`src/rtl/fifo_byte_drain.sv`:
```
// ---------------------------------------------------------------------------
// fifo_byte_drain
//
// Read-side consumer for a 36-bit first-word-fall-through FIFO. Each popped
// word is serialised LSB byte first onto a byte-wide valid/ready stream with
// packet framing. The block also keeps running byte and packet counters.
// Everything runs on the FIFO read clock.
//
// Ports
//   CLK        in   1   FIFO read clock
//   RST_N      in   1   synchronous active-low reset
//   DO         in  36   FIFO head word: [31:0] data, [32] reserved,
//                       [34:33] valid byte count - 1, [35] END of packet
//   EMPTY      in   1   FIFO empty; DO is valid only when EMPTY=0
//   RDEN       out  1   pop strobe (combinational, never set while EMPTY=1)
//   OUT_DATA   out  8   stream byte
//   OUT_VALID  out  1   stream byte valid
//   OUT_LAST   out  1   last byte of the packet, qualified by OUT_VALID
//   OUT_READY  in   1   sink accepts the byte
//   BYTE_COUNT out 32   bytes accepted by the sink, wraps
//   PKT_COUNT  out  PKT_COUNT_WIDTH   packets completed, wraps
// ---------------------------------------------------------------------------
module fifo_byte_drain #(
    parameter int PKT_COUNT_WIDTH = 16
) (
    input  logic                       CLK,
    input  logic                       RST_N,
    input  logic [35:0]                DO,
    input  logic                       EMPTY,
    output logic                       RDEN,
    output logic [7:0]                 OUT_DATA,
    output logic                       OUT_VALID,
    output logic                       OUT_LAST,
    input  logic                       OUT_READY,
    output logic [31:0]                BYTE_COUNT,
    output logic [PKT_COUNT_WIDTH-1:0] PKT_COUNT
);

    // The busy flag is the only control state: IDLE waits for a word,
    // BUSY presents bytes of the currently loaded word.
    typedef enum logic {
        S_IDLE = 1'b0,
        S_BUSY = 1'b1
    } state_t;

    state_t                     state_q, state_d;
    logic [31:0]                sr_q, sr_d;
    logic [1:0]                 rem_q, rem_d;
    logic                       end_q, end_d;
    logic                       last_q, last_d;
    logic [31:0]                byte_cnt_q;
    logic [PKT_COUNT_WIDTH-1:0] pkt_cnt_q;

    logic take;
    logic word_done;
    logic load;

    // Bit 32 of the FIFO word carries nothing for this consumer.
    logic unused_rsv;
    assign unused_rsv = DO[32];

    // -----------------------------------------------------------------------
    // Next-state / pop decision
    // -----------------------------------------------------------------------
    always_comb begin
        state_d   = state_q;
        sr_d      = sr_q;
        rem_d     = rem_q;
        end_d     = end_q;
        take      = (state_q == S_BUSY) & OUT_READY;
        word_done = take & (rem_q == 2'd0);
        // Reload in the same cycle the final byte is accepted, so words
        // stream back to back. Pops are suppressed while reset is held.
        load      = RST_N & ~EMPTY & ((state_q == S_IDLE) | word_done);

        if (load) begin
            sr_d    = DO[31:0];
            rem_d   = DO[34:33];
            end_d   = DO[35];
            state_d = S_BUSY;
        end else if (take && (rem_q != 2'd0)) begin
            sr_d  = {8'h00, sr_q[31:8]};
            rem_d = rem_q - 2'd1;
        end else if (word_done) begin
            // Only reached when the FIFO is empty (otherwise load wins).
            state_d = S_IDLE;
        end

        // OUT_LAST is registered from the next-state view so that every
        // stream output comes straight from a flop.
        last_d = (state_d == S_BUSY) & end_d & (rem_d == 2'd0);
    end

    // -----------------------------------------------------------------------
    // State and counters
    // -----------------------------------------------------------------------
    always_ff @(posedge CLK) begin
        if (!RST_N) begin
            state_q    <= S_IDLE;
            sr_q       <= '0;
            rem_q      <= '0;
            end_q      <= 1'b0;
            last_q     <= 1'b0;
            byte_cnt_q <= '0;
            pkt_cnt_q  <= '0;
        end else begin
            state_q    <= state_d;
            sr_q       <= sr_d;
            rem_q      <= rem_d;
            end_q      <= end_d;
            last_q     <= last_d;
            byte_cnt_q <= byte_cnt_q + {31'd0, take};
            pkt_cnt_q  <= pkt_cnt_q + {{(PKT_COUNT_WIDTH-1){1'b0}}, take & last_q};
        end
    end

    assign RDEN       = load;
    assign OUT_VALID  = (state_q == S_BUSY);
    assign OUT_DATA   = sr_q[7:0];
    assign OUT_LAST   = last_q;
    assign BYTE_COUNT = byte_cnt_q;
    assign PKT_COUNT  = pkt_cnt_q;

endmodule
```
`config.mk`:
```
export PLATFORM = sky130hd
export DESIGN_NAME = fifo_byte_drain
export DESIGN_NICKNAME = d
export VERILOG_FILES = /design/src/rtl/fifo_byte_drain.sv
export SDC_FILE = /design/constraint.sdc
export NUM_CORES = 1
export LEC_CHECK = 0
export CORE_MARGIN = 1.5
export CORE_UTILIZATION = 54
export CTS_BUF_LIST = sky130_fd_sc_hd__clkbuf_2 sky130_fd_sc_hd__clkbuf_4 sky130_fd_sc_hd__clkbuf_8
export DETAILED_ROUTE_END_ITERATION = 10
export PLACE_DENSITY_LB_ADDON = 0.05
export SLEW_MARGIN = 30
export SYNTH_ARGS = -nofsm -noshare
export SYNTH_HDL_FRONTEND = slang
export SYNTH_SLANG_ARGS = --single-unit
```
`constraint.sdc`:
```
create_clock -name CLK -period 5.2 [get_ports CLK]
set_clock_uncertainty 0.1 [all_clocks]
set_input_delay 1.04 -clock CLK [delete_from_list [all_inputs] [get_ports CLK]]
set_output_delay 1.04 -clock CLK [all_outputs]
set_load 0.01 [all_outputs]
```
Word level (Yosys, flattened, before mapping)
Cells that the tools add are included.
W data, S select, Z words.
{"block": "totals", "ff_bits": 85, "elab_cells": 33, "in_bits": 40}
{"block": "classes", "n_mux": 8, "n_addsub": 3, "bitwise": 10, "reduce_logical": 5}
{"op": "$mux W32", "n": 2}
{"op": "$add A32 B1 Y32", "n": 1}
{"op": "$add A16 B1 Y16", "n": 1}
{"op": "$and A1 B1 Y1", "n": 7}
{"op": "$logic_not A2 Y1", "n": 2}
{"op": "$mux W1", "n": 4}
{"op": "$mux W2", "n": 2}
{"op": "$reduce_bool A2 Y1", "n": 2}
{"op": "$not A1 Y1", "n": 2}
{"op": "$sub A2 B1 Y2 const B", "n": 1}
{"op": "$logic_and A1 B1 Y1", "n": 1}
{"op": "$or A1 B1 Y1", "n": 1}

Longest topological paths before layout
Gate-level depths: netlist of the first run.
{"block": "logic_depth", "depth_word": 7, "mapped_depth": 8}

Worst setup path after synthesis of the first run
Ideal clock, no wire load.
{"block": "synth_path", "path_type": "input port to output port", "from": "in RST_N", "to": "out RDEN", "arrival_time_ns": 1.733, "t_required_ns": 4.060, "cell_stages": 4, "n_path_buf": 1, "setup_slack_ns": 2.327, "path_cell_list": "nor2b_1 -> nand2_1 -> clkinv_1 -> clkbuf_1"}
{"block": "synth_via", "elab_chain_cells": 2}
{"element": "start: declaration", "line": "27", "text": "input logic RST_N,"}
{"element": "$and A1 B1 Y1 (2 in series)", "line": "74", "text": "load = RST_N & ~EMPTY & ((state_q == S_IDLE) | word_done);"}
{"element": "end: declaration", "line": "30", "text": "output logic RDEN,"}
Every way passes these cells.

Final worst setup path of the first run
Ends and elaborated chain as after synthesis.

==> metrics.md, run 1 <==
| Metric | Value |
|---|---|
| Critical Path AT | 2.83 ns |
| Fin. Hold Viols | 0 |
| Max Slew Vio Count | 0 |
| Fmax | ~0.25 GHz |
| Final Cycle Share | around three quarters |
| Pwr dens | roughly 240 nW/um2 |
| Post-CTS sizing | 0 |
| Final core occ | around 73% |
| Synthesized netlist net count | between 400 and 500 |
| Area contributors post-synth | dfxtp_1 45%, nand2_1 6.0%, a21oi_1 5.7% |
| CTS root buf | clkbuf_8 |
| CTS Sinks | between 80 and 90 |
| Worst Tran Pin Value | between 0.7 and 0.8 ns |
| Asr flop ratio synth | 0% |
| Count of port buffers added during placement | 97 |
| Core footprint | 6790 um2 |
| Most common cell in the netlist | dfxtp_1 |
| Crit Path Class | in2out |
| Chip height | between 80 and 90 um |
| Final setup violation count | 0 |
| Clk slew on worst S/H paths | roughly 0.070 ns |
| CTS buffer count | 9 |
| Post-synth EDFFs | 0 |
| Routed wl met2 | 4410 um |
| Post-DRT Antenna Nets | 0 |
| Critical path's most frequent cell | clkdlybuf4s50_1 |
| Max H-tree Level | 3 |
| Hold crit path type | reg2reg |
| WP data required | 4.06 ns |
| Die ar. | 7570 um2 |
| Slew headroom | between 40% and 50% |
| CP endpoint kind | primary output |
| Leakage | ~1.6 nW |
| Area Overhead vs Synth | 29.4% |
| Placed cell area | between 4000 and 5000 um2 |
| Unrepaired setup endpoints after global routing | false |
| Mapped cell area | approximately 3800 um2 |
| Avg Synthesized Cell Area | roughly 8.5 um2 |
| Post-CTS Setup Repair Bufs | 0 |
| Vias per inst | approximately 5.5 |
| Worst-Skew Late Latency | 0.35 ns |
| DRC Markers | 0 |
| Share of cells above drive strength 1 | around 5.6% |
| TNS Setup | 0 ns |
| Design area | around 4900 um2 |
| Setup slack at placement | between 1 and 1.5 ns |
| Synth top area share | roughly 45% |
| Run status | completed |
| Buf+Inv Stages, Crit Path | 4 |
| Vias in the first global route | roughly 3200 |
| Uppermost layer routed | met4 |
| GPL Wtd Cong | between 0.8 and 0.9 |
| Cells after Synth | 450 |
| Max stage delay on crit path | 0.59 ns |
| Hpwl dp | 6200 um |
| Die W | about 87 um |
| Maxcap violations | 0 |
| Seq/Total Area, Yosys | about 45% |
| Synth warnings | 0 |
| Area leader, netlist | dfxtp_1 |
| Initial antenna violation count | 0 |
| Cells after DPL | slightly above 600 |
| Fill cell count | 538 |
| Critical Path Source Type | input pin |
| Post-DR wirelength/cell | between 10 and 15 um |
| Total detailed-routing wirelength | a little under 9000 um |
| # IOs | a little under 100 |
| Largest net degree at the start of global routing | between 40 and 50 |
| Number of hold buffers added after CTS | 0 |
| Cell family with most CP delay | buffers and inverters |
| Worst-path cell chain | clkdlybuf4s50_1 -> nor2b_1 -> nand2_1 -> clkinv_1 -> buf_4 -> clkdlybuf4s50_1 |
| Met1 WL | about 3900 um |
| Synth Register Bits | 85 |
| Rows | 30 |
| Bufs on Longest Clock Path | 2 |
| Inserted Diodes | 0 |
| Drt first pass iters | 4 |
| Global-route wire length before repair | ~15000 um |
| Initial Utilization | 56.1% |
| Post-synth top cells | 85 x dfxtp_1, 61 x nand2_1, 43 x a21oi_1 |
| Crit Path Max Fanout | 26 |
| Synth cell types | between 40 and 50 |
| GR Util All Layers | 24.4% |
| Fin cells | 629 |
| Max VDD drop | 0.169 mV |
| Most used DFF post-synth | dfxtp_1 |
| GRT overflow | 0 |
| CP max-delay cell | clkdlybuf4s50_1 |
| CTS tree | yes |
| Initial DRC count | 226 |
| Met3 WL | about 410 um |
| NumNets Final | 576 |
| DR vias | 3464 |
| Period minus WS final | ~4 ns |
| Final setup margin | around 1.2 ns |
## kinds of logic after synthesis
family	after synthesis	synth area share (%)
muxes	6	1.58
AOI/OAI and AO/OA	92	15.1
adders and majority gates	6	1.97
xor gates and xnor gates	23	5.29
and+or+nand+nor	194	26.1
DFF	85	44.7
buffers and inverters	44	5.35
## per-layer routing
metal | track usage (%) | vias up
li1 | - | 1755
met1 | 30.9 | 1625
met2 | 42.0 | 75
met3 | 5.21 | 9
met4 | 7.04 | 0
met5 | 0 | -
## worst min-delay path: stages (launching register included)
cell and delay, ns:
dfxtp_1 0.31, nand2_1 0.05, a21oi_1 0.05
## path summary, 6_finish.rpt
path                              start                        end  slack, ns  cells after the start
hold / removal    sr_q[22]$_SDFFE_PN0P_      sr_q[22]$_SDFFE_PN0P_       0.36                      2
setup / recovery                  RST_N                       RDEN       1.23                      6
hold reg to reg   sr_q[22]$_SDFFE_PN0P_      sr_q[22]$_SDFFE_PN0P_       0.36                      2
setup reg to reg   OUT_VALID$_SDFF_PN0_  BYTE_COUNT[22]$_SDFF_PN0_       2.76                      6
## where the power goes
group          internal, W  switching, W
Clock             0.000166      0.000229
Sequential        0.000667    0.00000931
Combinational    0.0000566     0.0000504
Total             0.000890      0.000289
## cell usage in the layout, fill, tap and decap left out, types with 2 or more instances in the layout
cell type,instances
a21oi_1,43
a22oi_1,16
a311oi_1,8
and2_1,5
and3_1,3
and4_1,3
buf_4,5
clkbuf_8,9
clkdlybuf4s50_1,97
clkinv_2,3
clkinvlp_4,2
dfxtp_1,85
ha_1,6
inv_1,9
mux2i_1,6
nand2_1,61
nand2b_1,5
nand3_1,25
nand4_1,12
nand4_2,2
nor2_1,34
nor3_1,5
nor4_1,10
o211ai_1,3
o21ai_0,10
o31ai_1,8
or2_2,2
or3_1,12
or4_1,8
or4_4,2
xnor2_1,18
xor2_1,5
## registers in the layout, summed over array words and instances, names as in the netlist
name        flops
PKT_COUNT      16
OUT_LAST        1
OUT_VALID       1
sr_q           32
BYTE_COUNT     32
rem_q           2
end_q           1
## final cells by class
cell class	instances	area (um2)	area share, %
inverters	11	41.3	0.838
multi-input cells	321	1900	38.6
well taps	96	120	2.44
clock buffers	9	124	2.51
clock inverters	5	30.0	0.609
repair buffers	102	1010	20.5
flip-flops and latches	85	1700	34.5
## per-stage QoR
| step | power (W) | hold WS [ns] |
|---|---|---|
| 4_1_cts | 0.00118 | 0.359 |
| 2_1_floorplan | 0.000747 | 0.336 |
| 5_1_grt | 0.00123 | 0.371 |
| 3_3_place_gp | 0.000797 | 0.345 |
| 3_5_place_dp | 0.000799 | 0.347 |
| 6_report | 0.00118 | 0.359 |
No activity file was read; power rests on OpenSTA's default activity.
==> run 2, diff against run 1 <==
--- a/config.mk
+++ b/config.mk
@@ -6,7 +6,7 @@
 export NUM_CORES = 1
 export LEC_CHECK = 0
 export CORE_MARGIN = 1.5
-export CORE_UTILIZATION = 54
+export CORE_UTILIZATION = 46
 export CTS_BUF_LIST = sky130_fd_sc_hd__clkbuf_2 sky130_fd_sc_hd__clkbuf_4 sky130_fd_sc_hd__clkbuf_8
 export DETAILED_ROUTE_END_ITERATION = 10
 export PLACE_DENSITY_LB_ADDON = 0.05
==> constraint.sdc (replaced) <==
create_clock -name CLK -period 3.5 [get_ports CLK]
set_clock_uncertainty 0.1 [all_clocks]
set_input_delay 0.7 -clock CLK [delete_from_list [all_inputs] [get_ports CLK]]
set_output_delay 0.7 -clock CLK [all_outputs]
set_load 0.01 [all_outputs]
==> run 2 against run 1 <==
Core utilization decreased by 11 points. First-iteration DRC count fell by 59%. Hold slack got worse by 0.0012 ns. Largest cell class unchanged. Power up 64%.
==> metrics.md, run 2 (synthesis gave the netlist of run 1 again) <==
| Metric | Value |
|---|---|
| CTS Sinks | 85 (unchanged) |
| Reg2reg start | OUT_VALID$_SDFF_PN0_ (unchanged) |
| Fin. Hold Viols | 0 (unchanged) |
| Period minus WS final | 3.05 ns |
| CTS tree | yes (unchanged) |
| Largest net degree at the start of global routing | 39 (was 47) |
| Area Overhead vs Synth | 32.3% (was 29.4%) |
| Met3 usage | 4.77% (was 5.21%) |
| Setup slack at placement | 0.423 ns (was 1.25 ns) |
| Die W | 94.0 um (was 87.0 um) |
| Most common cell after layout, fill and taps aside | clkdlybuf4s50_1 (unchanged) |
| Post-CTS sizing | 0 (unchanged) |
| Post-DR wirelength/cell | 14.3 um (was 14.1 um) |
| Most frequent cells in the layout | 97 x clkdlybuf4s50_1, 85 x dfxtp_1, 61 x nand2_1, 42 x a21oi_1, 34 x nor2_1 (was 97 x clkdlybuf4s50_1, 85 x dfxtp_1, 61 x nand2_1, 43 x a21oi_1, 34 x nor2_1) |
| Hold crit path type | reg2reg (unchanged) |
| Inserted Diodes | 0 (unchanged) |
| Final setup violation count | 0 (unchanged) |
| R2r setup slk | 1.17 ns (was 2.76 ns) |
| Chip height | 94.0 um (was 87.0 um) |
| Core footprint | 8130 um2 (was 6790 um2) |
| Run status | completed (unchanged) |
| Critical Path Source Type | input pin (unchanged) |
| GRT overflow | 0 (unchanged) |
| Global-route wire length before repair | 14900 um (was 14800 um) |
| Post-CTS Setup Repair Bufs | 0 (unchanged) |
| Critical Path AT | 2.25 ns (was 2.83 ns) |
| Leakage | 1.69 nW (was 1.63 nW) |
| Hold Path Stages | 2 (unchanged) |
| Vias per inst | 5.44 (was 5.51) |
| CTS root buf | clkbuf_8 (unchanged) |
| Hold endpoint | sr_q[8]$_SDFFE_PN0P_ (was sr_q[22]$_SDFFE_PN0P_) |
| Rows | 33 (was 30) |
| Slew headroom | 50.1% (was 47.9%) |
| GR Util met2 | 36.5% (was 42.0%) |
| Crit Path Class | in2out (unchanged) |
| CP endpoint kind | primary output (unchanged) |
| Count of port buffers added during placement | 97 (unchanged) |
| Die ar. | 8830 um2 (was 7570 um2) |
| Bufs on Longest Clock Path | 2 (unchanged) |
| Post-DRT Antenna Nets | 0 (unchanged) |
| Final core occ | 61.9% (was 72.6%) |
| Share of cells above drive strength 1 | 6.68% (was 5.63%) |
| Most Crowded Layer GR | met2 (unchanged) |
| # IOs | 99 (unchanged) |
| Design area | 5040 um2 (was 4930 um2) |
| Total detailed-routing wirelength | 9180 um (was 8850 um) |
| Multi-input gate area | 1910 um2 (was 1900 um2) |
| WP data required | 2.70 ns (was 4.06 ns) |
| Maxcap violations | 0 (unchanged) |
| FF-to-FF End | BYTE_COUNT[22]$_SDFF_PN0_ (unchanged) |
| Placed cell area | 4820 um2 (was 4770 um2) |
| Unrepaired setup endpoints after global routing | false (unchanged) |
| Final Cycle Share | between 80% and 90% |
| Max VDD drop | 0.218 mV (was 0.169 mV) |
| DR vias | 3504 (was 3464) |
| Final setup margin | 0.447 ns (was 1.23 ns) |
| Drt first pass iters | 4 (unchanged) |
| Initial Utilization | 46.8% (was 56.1%) |
| Reg2reg path depth | 6 (unchanged) |
| Max Slew Vio Count | 0 (unchanged) |
| DRC Markers | 0 (unchanged) |
| NumNets Final | 580 (was 576) |
| Fill cell count | 743 (was 538) |
| Initial DRC count | 93 (was 226) |
| Hpwl dp | 6490 um (was 6200 um) |
| Fmax | 0.328 GHz |
| Fin cells | 644 (was 629) |
| Initial antenna violation count | 0 (unchanged) |
| Number of hold buffers added after CTS | 0 (unchanged) |
| GR Util All Layers | 21.4% (was 24.4%) |
| Crit Path Max Fanout | 3 (was 26) |
| Sequential Area | 1700 um2 (unchanged) |
| Vias in the first global route | 3168 (was 3243) |
| Worst Tran Pin Value | 0.748 ns (was 0.781 ns) |
| Worst hold start | sr_q[8]$_SDFFE_PN0P_ (was sr_q[22]$_SDFFE_PN0P_) |
| GPL Wtd Cong | 0.748 (was 0.801) |
| CTS buffer count | 9 (unchanged) |
| Clk slew on worst S/H paths | 0.09 ns (was 0.07 ns) |
| Cells after DPL | 628 (was 615) |
| Worst-Skew Late Latency | 0.35 ns (about the same) |
| TNS Setup | 0 ns (unchanged) |
| Pwr dens | 382 nW/um2 (was 239 nW/um2) |
| Max H-tree Level | 3 (unchanged) |
| Met1 Use GR | 26.1% (was 30.9%) |
run 2: metrics by stage:
step	total power, W	hold slack (ns)
2_1_floorplan	0.00111	0.336
3_3_place_gp	0.00119	0.346
3_5_place_dp	0.00119	0.349
4_1_cts	0.00195	0.360
5_1_grt	0.00201	0.382
6_report	0.00193	0.357
run 2: layout make-up:
| cell class | count | area share, % |
|---|---|---|
| Tap cell | 105 | 2.61 |
| Clock inverter | 6 | 1.74 |
| Clock buffer | 10 | 2.61 |
| Sequential cell | 85 | 33.8 |
| Inverter | 11 | 0.819 |
| Multi-Input combinational cell | 321 | 37.8 |
| Timing Repair Buffer | 106 | 20.6 |
run 2: how the worst max path moves through the flow:
stage / from / end / slack, ns / cells past startpoint
detailed placement: OUT_READY / BYTE_COUNT[22]$_SDFF_PN0_ / 0.42 / 7
floorplan: OUT_READY / BYTE_COUNT[26]$_SDFF_PN0_ / 0.98 / 7
global placement: OUT_READY / BYTE_COUNT[22]$_SDFF_PN0_ / 0.43 / 7
finish: RST_N / RDEN / 0.45 / 5
global route: RST_N / RDEN / 0.39 / 5
CTS: RST_N / RDEN / 0.43 / 5
run 2: report_power, final:
group,switching [W],internal [W]
combinational,0.0000767,0.0000854
clock,0.000349,0.000410
sequential,0.0000146,0.000991
total,0.000440,0.00149
run 2: worst max-delay path: stages:
cell and delay [ns]:
clkdlybuf4s50_1 0.54, nor2b_1 0.27, nand2_1 0.13, clkinv_1 0.09
clkdlybuf4s50_1 0.53
run 2: metal layers:
| layer | up-vias | part of all wire [%] |
|---|---|---|
| li1 | 1768 | - |
| met1 | 1652 | 44 |
| met2 | 75 | 50 |
| met3 | 9 | 4.8 |
| met4 | 0 | 0.97 |
| met5 | - | 0 |
